===== config.mk =====
export PLATFORM = sky130hd
export DESIGN_NAME = relprime_job_queue
export DESIGN_NICKNAME = d
export VERILOG_FILES = /design/src/rtl/relprime_pkg.sv /design/src/rtl/relprime_fifo.sv /design/src/rtl/relprime_job_queue.sv
export SDC_FILE = /design/constraint.sdc
export NUM_CORES = 1
export LEC_CHECK = 0
export CORE_MARGIN = 1.5
export CORE_UTILIZATION = 37
export DETAILED_ROUTE_END_ITERATION = 6
export DONT_BUFFER_PORTS = 1
export PLACE_DENSITY = 0.55
export SYNTH_ARGS = -nofsm -noshare
export SYNTH_HDL_FRONTEND = slang
export SYNTH_SLANG_ARGS = --single-unit

===== constraint.sdc =====
create_clock -name CLK -period 5.3 [get_ports CLK]
set_clock_uncertainty 0.05 [all_clocks]
set_input_delay 1.59 -clock CLK [delete_from_list [all_inputs] [get_ports CLK]]
set_output_delay 1.59 -clock CLK [all_outputs]
set_load 0.005 [all_outputs]

===== src/rtl/relprime_pkg.sv =====
// Shared types and constants for the relprime job queue.
package relprime_pkg;

  typedef enum logic [1:0] {
    IDLE,
    START,
    WAIT,
    HOLD
  } rp_state_e;

  localparam int RP_WIDTH       = 16;
  localparam int RP_DECIMAL_TWO = 2;
  localparam int RP_DECIMAL_ONE = 1;

endpackage


===== src/rtl/relprime_fifo.sv =====
// Operand FIFO: circular buffer with wrapping pointers and an occupancy count.
// DEPTH must be a power of two so the pointers wrap without extra logic.
module relprime_fifo #(
  parameter int DEPTH = 4,
  parameter int WIDTH = 16
) (
  input  logic             CLK,
  input  logic             RST,
  input  logic             push,
  input  logic             pop,
  input  logic [WIDTH-1:0] wdata,
  output logic [WIDTH-1:0] rdata,
  output logic             full,
  output logic             empty
);

  localparam int AW = $clog2(DEPTH);
  localparam logic [AW:0] FULL_CNT = DEPTH[AW:0];

  logic [WIDTH-1:0] mem [DEPTH];
  logic [AW-1:0]    wptr, rptr;
  logic [AW:0]      count;
  logic             do_push, do_pop;

  assign full    = (count == FULL_CNT);
  assign empty   = (count == '0);
  assign do_push = push && !full;
  assign do_pop  = pop && !empty;
  assign rdata   = mem[rptr];

  always_ff @(posedge CLK) begin
    if (RST) begin
      wptr  <= '0;
      rptr  <= '0;
      count <= '0;
    end else begin
      if (do_push) wptr <= wptr + AW'(1);
      if (do_pop)  rptr <= rptr + AW'(1);
      if (do_push && !do_pop)      count <= count + (AW+1)'(1);
      else if (do_pop && !do_push) count <= count - (AW+1)'(1);
    end
  end

  // Storage carries no reset; entries are only read once written.
  always_ff @(posedge CLK) begin
    if (do_push) mem[wptr] <= wdata;
  end

endmodule


===== src/rtl/relprime_job_queue.sv =====
// Job controller for the relprime core: queues operands, pulses start, collects results.
// Define RELPRIME_CYCLE_COUNT_EN to add res_cycles (START + WAIT cycles per job).
module relprime_job_queue
  import relprime_pkg::*;
#(
  parameter int DEPTH        = 4,
  parameter int START_CYCLES = 4,
  parameter int WIDTH        = RP_WIDTH
) (
  input  logic             CLK,
  input  logic             RST,
  input  logic             in_valid,
  output logic             in_ready,
  input  logic [WIDTH-1:0] in_n,
  output logic [WIDTH-1:0] core_register_value,
  output logic [WIDTH-1:0] core_decimal_two,
  output logic [WIDTH-1:0] core_decimal_one,
  output logic             core_start,
  input  logic [WIDTH-1:0] core_out,
  input  logic             core_done,
  output logic             res_valid,
  input  logic             res_ready,
  output logic [WIDTH-1:0] res_n,
  output logic [WIDTH-1:0] res_m
`ifdef RELPRIME_CYCLE_COUNT_EN
  ,
  output logic [31:0]      res_cycles
`endif
);

  localparam int SCW = (START_CYCLES > 1) ? $clog2(START_CYCLES) : 1;

  rp_state_e        state, state_n;
  logic [WIDTH-1:0] fifo_rdata;
  logic             fifo_full, fifo_empty, fifo_push, fifo_pop;
  logic [SCW-1:0]   st_cnt;
  logic             st_last, capture;

  assign core_decimal_two = WIDTH'(RP_DECIMAL_TWO);
  assign core_decimal_one = WIDTH'(RP_DECIMAL_ONE);

  // Ready is gated by reset so nothing is accepted in the reset cycle.
  assign in_ready  = !fifo_full && !RST;
  assign fifo_push = in_valid && in_ready;
  assign st_last   = (st_cnt == SCW'(START_CYCLES - 1));

  relprime_fifo #(
    .DEPTH(DEPTH),
    .WIDTH(WIDTH)
  ) u_fifo (
    .CLK  (CLK),
    .RST  (RST),
    .push (fifo_push),
    .pop  (fifo_pop),
    .wdata(in_n),
    .rdata(fifo_rdata),
    .full (fifo_full),
    .empty(fifo_empty)
  );

  always_ff @(posedge CLK) begin
    if (RST) state <= IDLE;
    else     state <= state_n;
  end

  always_comb begin
    state_n    = state;
    fifo_pop   = 1'b0;
    core_start = 1'b0;
    capture    = 1'b0;
    unique case (state)
      IDLE: begin
        if (!fifo_empty) begin
          fifo_pop = 1'b1;
          state_n  = START;
        end
      end
      // core_done may still be stale from the previous job here, so it is ignored.
      START: begin
        core_start = 1'b1;
        if (st_last) state_n = WAIT;
      end
      WAIT: begin
        if (core_done) begin
          capture = 1'b1;
          state_n = HOLD;
        end
      end
      HOLD: begin
        if (res_ready) state_n = IDLE;
      end
      default: state_n = IDLE;
    endcase
  end

  always_ff @(posedge CLK) begin
    if (RST) begin
      core_register_value <= '0;
      st_cnt              <= '0;
      res_valid           <= 1'b0;
      res_n               <= '0;
      res_m               <= '0;
    end else begin
      if (fifo_pop) core_register_value <= fifo_rdata;
      if (state == START && !st_last) st_cnt <= st_cnt + SCW'(1);
      else                            st_cnt <= '0;
      if (capture) begin
        res_valid <= 1'b1;
        res_n     <= core_register_value;
        res_m     <= core_out;
      end else if (state == HOLD && res_ready) begin
        res_valid <= 1'b0;
      end
    end
  end

`ifdef RELPRIME_CYCLE_COUNT_EN
  logic [31:0] cyc_cnt;

  // The capture cycle itself is a WAIT cycle, hence the +1 on capture.
  always_ff @(posedge CLK) begin
    if (RST) begin
      cyc_cnt    <= '0;
      res_cycles <= '0;
    end else begin
      if (fifo_pop)                            cyc_cnt <= '0;
      else if (state == START || state == WAIT) cyc_cnt <= cyc_cnt + 32'd1;
      if (capture) res_cycles <= cyc_cnt + 32'd1;
    end
  end
`endif

endmodule


==> impl_metrics.json <==
{
  "cp-start-kind": "primary input",
  "fin_ws_ns": 1.954,
  "drt_wl_total_um": 8758,
  "antenna_found_initial": 0,
  "crit_end": "in_ready",
  "syn2layout_area_growth_pct": 11.71,
  "synth.distinct_cells": 33,
  "reg2reg_to": "u_fifo.count[2]",
  "finish.instance_area_um2": 5455,
  "maxCapViolations": 0,
  "arrival_ns": 1.71,
  "first_iter_violations": 127,
  "drv_slew": 0,
  "clockBufferDepth": 2,
  "synth_top_family_by_area": "multiplexers",
  "r2r_slack_ns": 2.80,
  "post_cts_resized": 0,
  "root_buffer": "clkbuf_16",
  "synth.mux.area_fraction": 0.08429,
  "synthAdderAreaFrac": 0.03228,
  "hpwl_um": 5818,
  "critPathBufInv": 0,
  "avgSynthCellArea_um2": 13.27,
  "synthSimpleGateAreaFrac": 0.08122,
  "cts_setup_buffers": 0,
  "synth_area_leaders": "edfxtp_1 (39%), dfxtp_1 (25%), mux4_2 (7.4%)",
  "critPathSlowestCell": "nor2_1",
  "ctsHoldBuffers": 0,
  "synth_top_area_frac": 0.3935,
  "gr-total-overflow": 0,
  "p_leak_nw": 1.913,
  "min_path_type": "reg2reg",
  "wl_per_cell_um": 15.87,
  "cp.depth": 1,
  "synthesis.area_um2": 4883,
  "slew_headroom": 0.2267,
  "clock-sinks": 124,
  "portBuffers": 0,
  "period_minus_slack_ns": 3.346,
  "slowest_delay_ns": 0.11,
  "synthCells": 368,
  "fmax_mhz": 298.8,
  "via_per_inst": 4.659,
  "synth_warnings": 0,
  "criticalPathCategory": "in2out",
  "dp_cells": 520,
  "gr-usage-all-layers": 0.1328,
  "place_congestion": 0.7008,
  "dpl_cell_area_um2": 4861,
  "htree_num_levels": 4,
  "required_ns": 3.66,
  "layout_common_cells": "nand2_1 (70), edfxtp_1 (64), dfxtp_1 (60)",
  "clk_latency_ns": 0.41,
  "crit_fanout": 44,
  "clk_pin_slew_ns": 0.06,
  "hold_violations": 0,
  "grt_max_degree": 45,
  "drcViolationCount": 0,
  "nFillCells": 1170,
  "rsz0062_at_grt": "no",
  "cp_top_family": "simple AND/OR/NAND/NOR gates",
  "synth_area_leader_cell": "edfxtp_1",
  "vias": 2572,
  "nets": 416,
  "setup_tns_ns": 0,
  "die_y_um": 117.9,
  "tightestPinTransition_ns": 1.160,
  "synth_compound_area_frac": 0.07610,
  "place_ws_ns": 1.818,
  "postRouteAntennaNets": 0,
  "final_common_cell": "nand2_1",
  "coreArea_um2": 12770,
  "ir_worst_vdd_mv": 0.2468,
  "drive_gt1_frac": 0.1526,
  "final_cells": 552,
  "r2r-start": "u_fifo.count[0]",
  "synthXorXnorAreaFrac": 0.007174,
  "synth_seq_area_share": 0.6395,
  "multi_input_area_um2": 1493,
  "setup_viol": 0,
  "critPathLaunch": "RST",
  "crit_path_end_kind": "output pin",
  "start_util": 0.3823,
  "std_cell_rows": 41,
  "status": "finished clean",
  "fin_crit_sh": 0.6314,
  "grt_pass1_wl_um": 13790,
  "rr_worst_depth": 8,
  "cts_buffers": 17,
  "finalPower_mw": 2.812,
  "cts_tree": "built",
  "die-width_um": 117.9,
  "timing.critical_path.cells": "nor2_1",
  "power.density_nw_per_um2": 515.4,
  "synth_seq_cells": 124,
  "die-area_um2": 13900,
  "regArea_um2": 3123,
  "holdWs_ns": 0.3856,
  "post-route-util": 0.4271,
  "io_pins": 120,
  "diodes": 0,
  "first_pass_iters": 4,
  "grt_pass1_vias": 2522
}
cells by family (layout without fill, tap and decap cells):
family / count (synthesis) / after routing
AO/OA/AOI/OAI: 55 / 55
XOR/XNOR: 4 / 4
adder cells (fa/ha/maj): 12 / 12
buffers and inverters: 57 / 39
flip-flops: 124 / 124
multiplexers: 21 / 21
other: 2 / 32
AND/OR/NAND/NOR: 93 / 93
flip-flops by register name (all words and copies together) (netlist names), 2 cells and up:
name                 cells
core_register_value     16
res_m                   16
res_n                   16
st_cnt                   2
state                    2
u_fifo.count             3
u_fifo.mem              64
u_fifo.rptr              2
u_fifo.wptr              2
power by group:
part,internal [mW],leakage [nW],switching [mW]
combinational,0.202,0.552,0.201
clock,0.635,0.293,0.488
sequential,1.14,1.07,0.141
worst min-delay path by stage:
stage / startpoint / endpoint / slack (ns) / cells after the start
after detailed placement: st_cnt[0] / st_cnt[0] / 0.37 / 1
final: st_cnt[0] / st_cnt[0] / 0.39 / 1
after global routing: st_cnt[0] / st_cnt[0] / 0.42 / 1
after floorplan: st_cnt[0] / st_cnt[0] / 0.35 / 1
after CTS: st_cnt[0] / st_cnt[0] / 0.38 / 1
after global placement: st_cnt[0] / st_cnt[0] / 0.36 / 1
metal layers:
metal / track usage / part of all wire
met1: 0.1601 / 0.43
met3: 0.07364 / 0.11
met2: 0.1974 / 0.46
met4: 0.05259 / 0.0090
met5: 0 / 0
layout make-up:
type	instances	share of cell area
inverter	6	0.004128
clock buffer	17	0.07798
clock inverter	15	0.03096
multi-input combinational	217	0.2736
sequential	124	0.5725
timing repair buffer	1	0.001376
tap	172	0.03945
cells in the mapped netlist, drive strengths merged:
cell	number
mux4	16
mux2	1
ha	11
o311ai	1
mux2i	4
a21oi	34
nor3b	3
inv	6
nor2	8
edfxtp	64
o31ai	1
clkbuf	6
a22o	16
or3	1
nor3	1
a2111oi	1
o21ai	2
fa	1
nand2	70
dfxtp	60
nor2b	3
and3	1
and2	6
buf	45
conb	2
xor2	4
Power figures use the tool's default switching activity.
